==> src/rtl/muldiv_unit.sv <==
// Iterative HI/LO multiply/divide unit: fixed-latency multiply, 32-step restoring divide, MTHI/MTLO.
// Define MULDIV_MADD_EN to enable MADD/MADDU/MSUB/MSUBU (ctrl 6..9) accumulating into {hi,lo}.
module muldiv_unit #(
  parameter int MUL_LATENCY = 5,
  parameter int DIV_LATENCY = 32
) (
  input  logic        clk,
  input  logic        reset,
  input  logic        start,
  input  logic [3:0]  ctrl,
  input  logic [31:0] A,
  input  logic [31:0] B,
  output logic        busy,
  output logic        done,
  output logic [31:0] hi,
  output logic [31:0] lo
);

  localparam int DATA_W = 32;
  localparam int MAX_LAT = (MUL_LATENCY > DIV_LATENCY) ? MUL_LATENCY : DIV_LATENCY;
  localparam int CNT_W = $clog2(MAX_LAT + 1);

  typedef enum logic [1:0] {S_IDLE, S_MUL, S_DIV} state_t;

  state_t                     state_q;
  logic [CNT_W-1:0]           cnt_q;
  logic                       busy_q;
  logic                       done_q;
  logic [DATA_W-1:0]          hi_q;
  logic [DATA_W-1:0]          lo_q;
  logic [2*DATA_W-1:0]        prod_q;
  logic [DATA_W-1:0]          rem_q;
  logic [DATA_W-1:0]          quo_q;
  logic [DATA_W-1:0]          dvs_q;
  logic [DATA_W-1:0]          araw_q;
  logic                       negq_q;
  logic                       negr_q;
  logic                       div0_q;
`ifdef MULDIV_MADD_EN
  logic [1:0]                 acc_q;
`endif

  logic                       op_mul;
  logic                       op_div;
  logic                       op_sgn;
  logic                       op_mthi;
  logic                       op_mtlo;
  logic [1:0]                 op_acc;

  logic [DATA_W:0]            rem_sh;
  logic [DATA_W-1:0]          rem_d;
  logic [DATA_W-1:0]          quo_d;
  logic [DATA_W-1:0]          div_hi_d;
  logic [DATA_W-1:0]          div_lo_d;
  logic [2*DATA_W-1:0]        mul_res_d;

  function automatic logic [2*DATA_W-1:0] mul64(input logic [DATA_W-1:0] a,
                                                  input logic [DATA_W-1:0] b,
                                                  input logic sgn);
    logic signed [2*DATA_W-1:0] sa;
    logic signed [2*DATA_W-1:0] sb;
    sa = $signed({{DATA_W{sgn & a[DATA_W-1]}}, a});
    sb = $signed({{DATA_W{sgn & b[DATA_W-1]}}, b});
    return 64'(sa * sb);
  endfunction

  function automatic logic [DATA_W-1:0] cneg(input logic [DATA_W-1:0] x, input logic n);
    return n ? (~x + 32'd1) : x;
  endfunction

  always_comb begin
    op_mul  = 1'b0;
    op_div  = 1'b0;
    op_sgn  = 1'b0;
    op_mthi = 1'b0;
    op_mtlo = 1'b0;
    op_acc  = 2'b00;
    case (ctrl)
      4'd0: begin op_mul = 1'b1; op_sgn = 1'b1; end
      4'd1: op_mul = 1'b1;
      4'd2: begin op_div = 1'b1; op_sgn = 1'b1; end
      4'd3: op_div = 1'b1;
      4'd4: op_mthi = 1'b1;
      4'd5: op_mtlo = 1'b1;
`ifdef MULDIV_MADD_EN
      4'd6: begin op_mul = 1'b1; op_sgn = 1'b1; op_acc = 2'b01; end
      4'd7: begin op_mul = 1'b1; op_acc = 2'b01; end
      4'd8: begin op_mul = 1'b1; op_sgn = 1'b1; op_acc = 2'b10; end
      4'd9: begin op_mul = 1'b1; op_acc = 2'b10; end
`endif
      default: ;
    endcase
  end

  // One restoring shift-subtract step; the true difference always fits in DATA_W bits.
  always_comb begin
    rem_sh = {rem_q, quo_q[DATA_W-1]};
    if (rem_sh >= {1'b0, dvs_q}) begin
      rem_d = rem_sh[DATA_W-1:0] - dvs_q;
      quo_d = {quo_q[DATA_W-2:0], 1'b1};
    end else begin
      rem_d = rem_sh[DATA_W-1:0];
      quo_d = {quo_q[DATA_W-2:0], 1'b0};
    end
    div_lo_d = div0_q ? {DATA_W{1'b1}} : cneg(quo_d, negq_q);
    div_hi_d = div0_q ? araw_q : cneg(rem_d, negr_q);
  end

  always_comb begin
    mul_res_d = prod_q;
`ifdef MULDIV_MADD_EN
    case (acc_q)
      2'b01:   mul_res_d = {hi_q, lo_q} + prod_q;
      2'b10:   mul_res_d = {hi_q, lo_q} - prod_q;
      default: mul_res_d = prod_q;
    endcase
`endif
  end

  always_ff @(posedge clk or negedge reset) begin
    if (!reset) begin
      state_q <= S_IDLE;
      cnt_q   <= '0;
      busy_q  <= 1'b0;
      done_q  <= 1'b0;
      hi_q    <= '0;
      lo_q    <= '0;
      prod_q  <= '0;
      rem_q   <= '0;
      quo_q   <= '0;
      dvs_q   <= '0;
      araw_q  <= '0;
      negq_q  <= 1'b0;
      negr_q  <= 1'b0;
      div0_q  <= 1'b0;
`ifdef MULDIV_MADD_EN
      acc_q   <= 2'b00;
`endif
    end else begin
      done_q <= 1'b0;
      case (state_q)
        S_IDLE: begin
          if (start) begin
            if (op_mul) begin
              state_q <= S_MUL;
              busy_q  <= 1'b1;
              cnt_q   <= CNT_W'(MUL_LATENCY - 1);
              prod_q  <= mul64(A, B, op_sgn);
`ifdef MULDIV_MADD_EN
              acc_q   <= op_acc;
`endif
            end else if (op_div) begin
              state_q <= S_DIV;
              busy_q  <= 1'b1;
              cnt_q   <= CNT_W'(DIV_LATENCY - 1);
              rem_q   <= '0;
              quo_q   <= cneg(A, op_sgn & A[DATA_W-1]);
              dvs_q   <= cneg(B, op_sgn & B[DATA_W-1]);
              araw_q  <= A;
              div0_q  <= (B == '0);
              negq_q  <= op_sgn & (A[DATA_W-1] ^ B[DATA_W-1]);
              negr_q  <= op_sgn & A[DATA_W-1];
            end else if (op_mthi) begin
              hi_q <= A;
            end else if (op_mtlo) begin
              lo_q <= A;
            end
          end
        end
        S_MUL: begin
          if (cnt_q == '0) begin
            {hi_q, lo_q} <= mul_res_d;
            state_q      <= S_IDLE;
            busy_q       <= 1'b0;
            done_q       <= 1'b1;
          end else begin
            cnt_q <= cnt_q - CNT_W'(1);
          end
        end
        S_DIV: begin
          rem_q <= rem_d;
          quo_q <= quo_d;
          if (cnt_q == '0) begin
            hi_q    <= div_hi_d;
            lo_q    <= div_lo_d;
            state_q <= S_IDLE;
            busy_q  <= 1'b0;
            done_q  <= 1'b1;
          end else begin
            cnt_q <= cnt_q - CNT_W'(1);
          end
        end
        default: state_q <= S_IDLE;
      endcase
    end
  end

  assign busy = busy_q;
  assign done = done_q;
  assign hi   = hi_q;
  assign lo   = lo_q;

  logic unused_acc;
  assign unused_acc = ^op_acc;

endmodule

==> config.mk <==
export PLATFORM = sky130hd
export DESIGN_NAME = muldiv_unit
export DESIGN_NICKNAME = d
export VERILOG_FILES = /design/src/rtl/muldiv_unit.sv
export SDC_FILE = /design/constraint.sdc
export NUM_CORES = 2
export LEC_CHECK = 0
export CAP_MARGIN = 20
export CORE_ASPECT_RATIO = 1.2
export CORE_MARGIN = 1
export CORE_UTILIZATION = 32
export CTS_CLUSTER_SIZE = 16
export DETAILED_ROUTE_END_ITERATION = 7
export GPL_ROUTABILITY_DRIVEN = 0
export GPL_TIMING_DRIVEN = 0
export PLACE_DENSITY = 0.45
export SLEW_MARGIN = 40
export SYNTH_ARGS = -nofsm -noshare
export SYNTH_HDL_FRONTEND = slang
export SYNTH_SLANG_ARGS = --single-unit
==> constraint.sdc <==
create_clock -name clk -period 5.2 [get_ports clk]
set_input_delay 0.78 -clock clk [delete_from_list [all_inputs] [get_ports clk]]
set_output_delay 0.78 -clock clk [all_outputs]
set_load 0.02 [all_outputs]
==> impl_metrics.py <==
metrics = {
    "yosys": {
        "ys_ff_latch": 269,
        "synth_edf_count": 0,
        "avgSynthCellArea_um2": 8.81,
        "netlist_instances": 6203,
        "netlist_area_um2": 54700,
        "synth_area_leaders": "fa_1 (41%), dfrtp_1 (12%), inv_1 (8.1%)",
        "ys_types": 94,
        "synthesis.nets": 7655,
        "synth_top_area_share": 0.412,
        "ys_async_sr_fraction": 1.00,
        "ys.warnings.count": 0,
        "synth_area_leader_cell": "fa_1",
        "yosys_most_used_dff": "dfrtp_1",
        "ys_seq_area_frac": 0.123,
    },
    "setup_path": {
        "rr_endpoint": "lo[28]$_DFFE_PN0P_",
        "path_max_fanout": 9,
        "timing.rr.start": "rem_q[11]$_DFFE_PN0P_",
        "path_depth": 30,
        "critPathMaxStageDelay_ns": 0.91,
        "required_ns": 5.66,
        "ff2ff_path_depth": 22,
        "crit_type": "primary input to flop",
        "cpMaxStageDelayCell": "fa_4",
        "startpoint_type": "primary input",
        "cp-end-kind": "flop",
        "cp_num_buf_inv": 7,
        "cp.arrival_ns": 9.18,
        "r2r_setup_slack_ns": 0.05,
        "cp_top_family": "adder cells",
    },
    "timing": {
        "postLayoutSetupSlackWorst_ns": -3.52,
        "max_slew.worst_pin.slew_ns": 0.960,
        "rsz0062_at_grt": "true",
        "setup_viol": 54,
        "slew_violations": 0,
        "fin_crit_ns": 8.72,
        "fin_crit_sh": 1.68,
        "slew_headroom": 0.360,
        "clock.fmax_ghz": 0.115,
        "hold_viol": 0,
        "clock_skew_ns": 0.0232,
    },
    "run": {
        "cap_violations": 0,
    },
    "die": {
        "ioPinCount": 137,
        "fp-row-count": 165,
        "die_x_um": 379,
        "die-area_um2": 172000,
        "initial_core_util": 0.323,
        "die_h_um": 455,
        "core_um2": 169000,
    },
    "clocking": {
        "postCtsHoldBufs": 0,
        "cts_buffers": 25,
        "cts_tree": "done",
        "cts_buffer_depth": 3,
        "cts.sinks": 269,
        "cts.htree.levels": 1,
        "clk_latency_ns": 0.60,
        "cts-root-buf": "clkbuf_16",
        "clk_pin_slew_worst_paths_ns": 0.09,
    },
    "placement": {
        "pre_cts_ws_ns": -6.51,
        "placement.io_buffers": 107,
        "post-dp-hpwl_um": 204000,
    },
    "routing": {
        "first_pass_iters": 6,
        "post_drt_wl_per_cell_um": 28.9,
        "drc": 0,
        "drt_iter0_drc": 3557,
        "final_antenna_net_count": 0,
        "routed_wl_um": 258000,
        "viasPerCell": 5.20,
        "vias": 46400,
    },
    "status": {
        "violations": "setup timing",
        "status": "finished with violations",
    },
    "layout": {
        "drive_gt1_frac": 0.170,
        "area_growth_pct": 22.6,
        "finalNetCount": 8089,
        "fillers": 17100,
    },
    "global_route": {
        "overflow": 0,
        "grt_util_met1": 0.356,
        "grtUsageMet3": 0.0390,
        "grt_antenna_before_repair": 18,
        "grtUsageMet2": 0.502,
        "grt_pass1_wl_um": 363000,
        "grt_max_degree": 70,
        "grt_pass1_vias": 49000,
        "grt_use_total": 0.300,
        "grt-busiest-layer": "met2",
    },
    "hold_path": {
        "hold_class": "primary input to asynchronous set/reset pin",
    },
}
cell type report:
class | instances | area [µm²] | share of cell area
Sequential cell | 269 | 6730 | 0.100
Multi-Input combinational cell | 4360 | 44100 | 0.658
Tap cell | 2254 | 2820 | 0.0421
Inverter | 1182 | 4480 | 0.0668
Clock buffer | 30 | 664 | 0.00991
Antenna cell | 10 | 25.0 | 0.000373
Timing Repair Buffer | 433 | 4180 | 0.0624
Clock inverter | 14 | 204 | 0.00304
Buffer | 366 | 3810 | 0.0569
registers in the layout, indices dropped and copies added (netlist names), 2 cells and up:
signal	count
mul_res_d	64
araw_q	32
dvs_q	32
hi	32
lo	32
quo_q	32
rem_q	32
cnt_q	6
state_q	2
synth_stat cells (all sizes together), types with 10 or more instances:
cell type / number
nand3: 49
xor2: 88
xnor2: 122
nor3: 39
o21bai: 11
a21o: 54
or3: 24
dfrtp: 269
nand2: 1081
buf: 75
nor2: 166
a21oi: 176
o21a: 10
nand2b: 20
inv: 1179
clkbuf: 317
a31oi: 15
o21ai: 371
o31ai: 48
o41ai: 11
and2: 365
and3: 35
nor4: 16
nand4: 21
fa: 1126
a221oi: 31
mux2: 32
a211oi: 15
mux2i: 25
a311oi: 21
ha: 255
cell families after synthesis:
group,Yosys count,synth area share
flops,269,0.123
compound gates,842,0.0953
mux,57,0.0112
buf+inv,1574,0.109
fa+ha+maj,1381,0.471
simple gates,1870,0.157
xor+xnor,210,0.0337
per-layer routing:
metal / wire length (µm) / up-vias
met5: 26 / -
met4: 21800 / 4
met3: 15600 / 543
met2: 123000 / 1819
met1: 97400 / 24200
li1: - / 19800
what timing repair did:
action | 4_1_cts | 5_1_grt
cloned | 0 | 2
gates resized for setup | 644 | 412
pin swaps | 210 | 220
buffers inserted | 200 | 123
setup endpoints to repair | 80 | 83
endpoints found under the hold margin | 0 | 0
worst max path at each step:
stage | startpoint | endpoint
6_report | ctrl[2] | mul_res_d[62]$_DFFE_PN0P_
5_1_grt | ctrl[2] | mul_res_d[62]$_DFFE_PN0P_
3_3_place_gp | reset | lo[15]$_DFFE_PN0P_
2_1_floorplan | ctrl[2] | mul_res_d[63]$_DFFE_PN0P_
4_1_cts | ctrl[0] | mul_res_d[62]$_DFFE_PN0P_
3_5_place_dp | ctrl[2] | mul_res_d[62]$_DFFE_PN0P_
per-stage QoR:
stage,TNS (ns),utilization,hold WS (ns),instance area (µm²),std cells
after CTS,-134.82,0.385,0.0268,65200,8804
after floorplan,-99.19,-,0.446,56200,6203
after global placement,-2788.86,0.355,0.464,60100,8564
final,-124.38,0.396,0.0376,67000,8918
after detailed placement,-255.02,0.357,0.467,60300,8570
after global routing,-134.21,0.396,0.0565,67000,8910
cell usage in the layout (no fill, tap or decap), types with 25 or more instances in the layout:
cell type,count
xor2_1,82
buf_4,247
inv_1,1117
nand2_1,1057
clkbuf_2,59
and2_4,26
clkbuf_1,95
mux2_2,31
o31ai_1,42
a21o_1,52
inv_2,53
buf_2,32
dfrtp_1,267
clkbuf_4,29
o21ai_0,292
nand3_1,44
o21ai_1,54
ha_4,40
nor3_1,33
xnor2_1,110
fa_2,69
fa_1,1056
clkbuf_16,78
a21oi_2,26
and3_1,30
buf_6,88
clkbuf_8,47
buf_12,48
nor2_1,150
buf_8,25
ha_1,206
and2_1,339
clkdlybuf4s50_1,68
a21oi_1,138
Power is not shown: default switching activity piles up to over one toggle a cycle in this logic, so the estimate is an artifact.
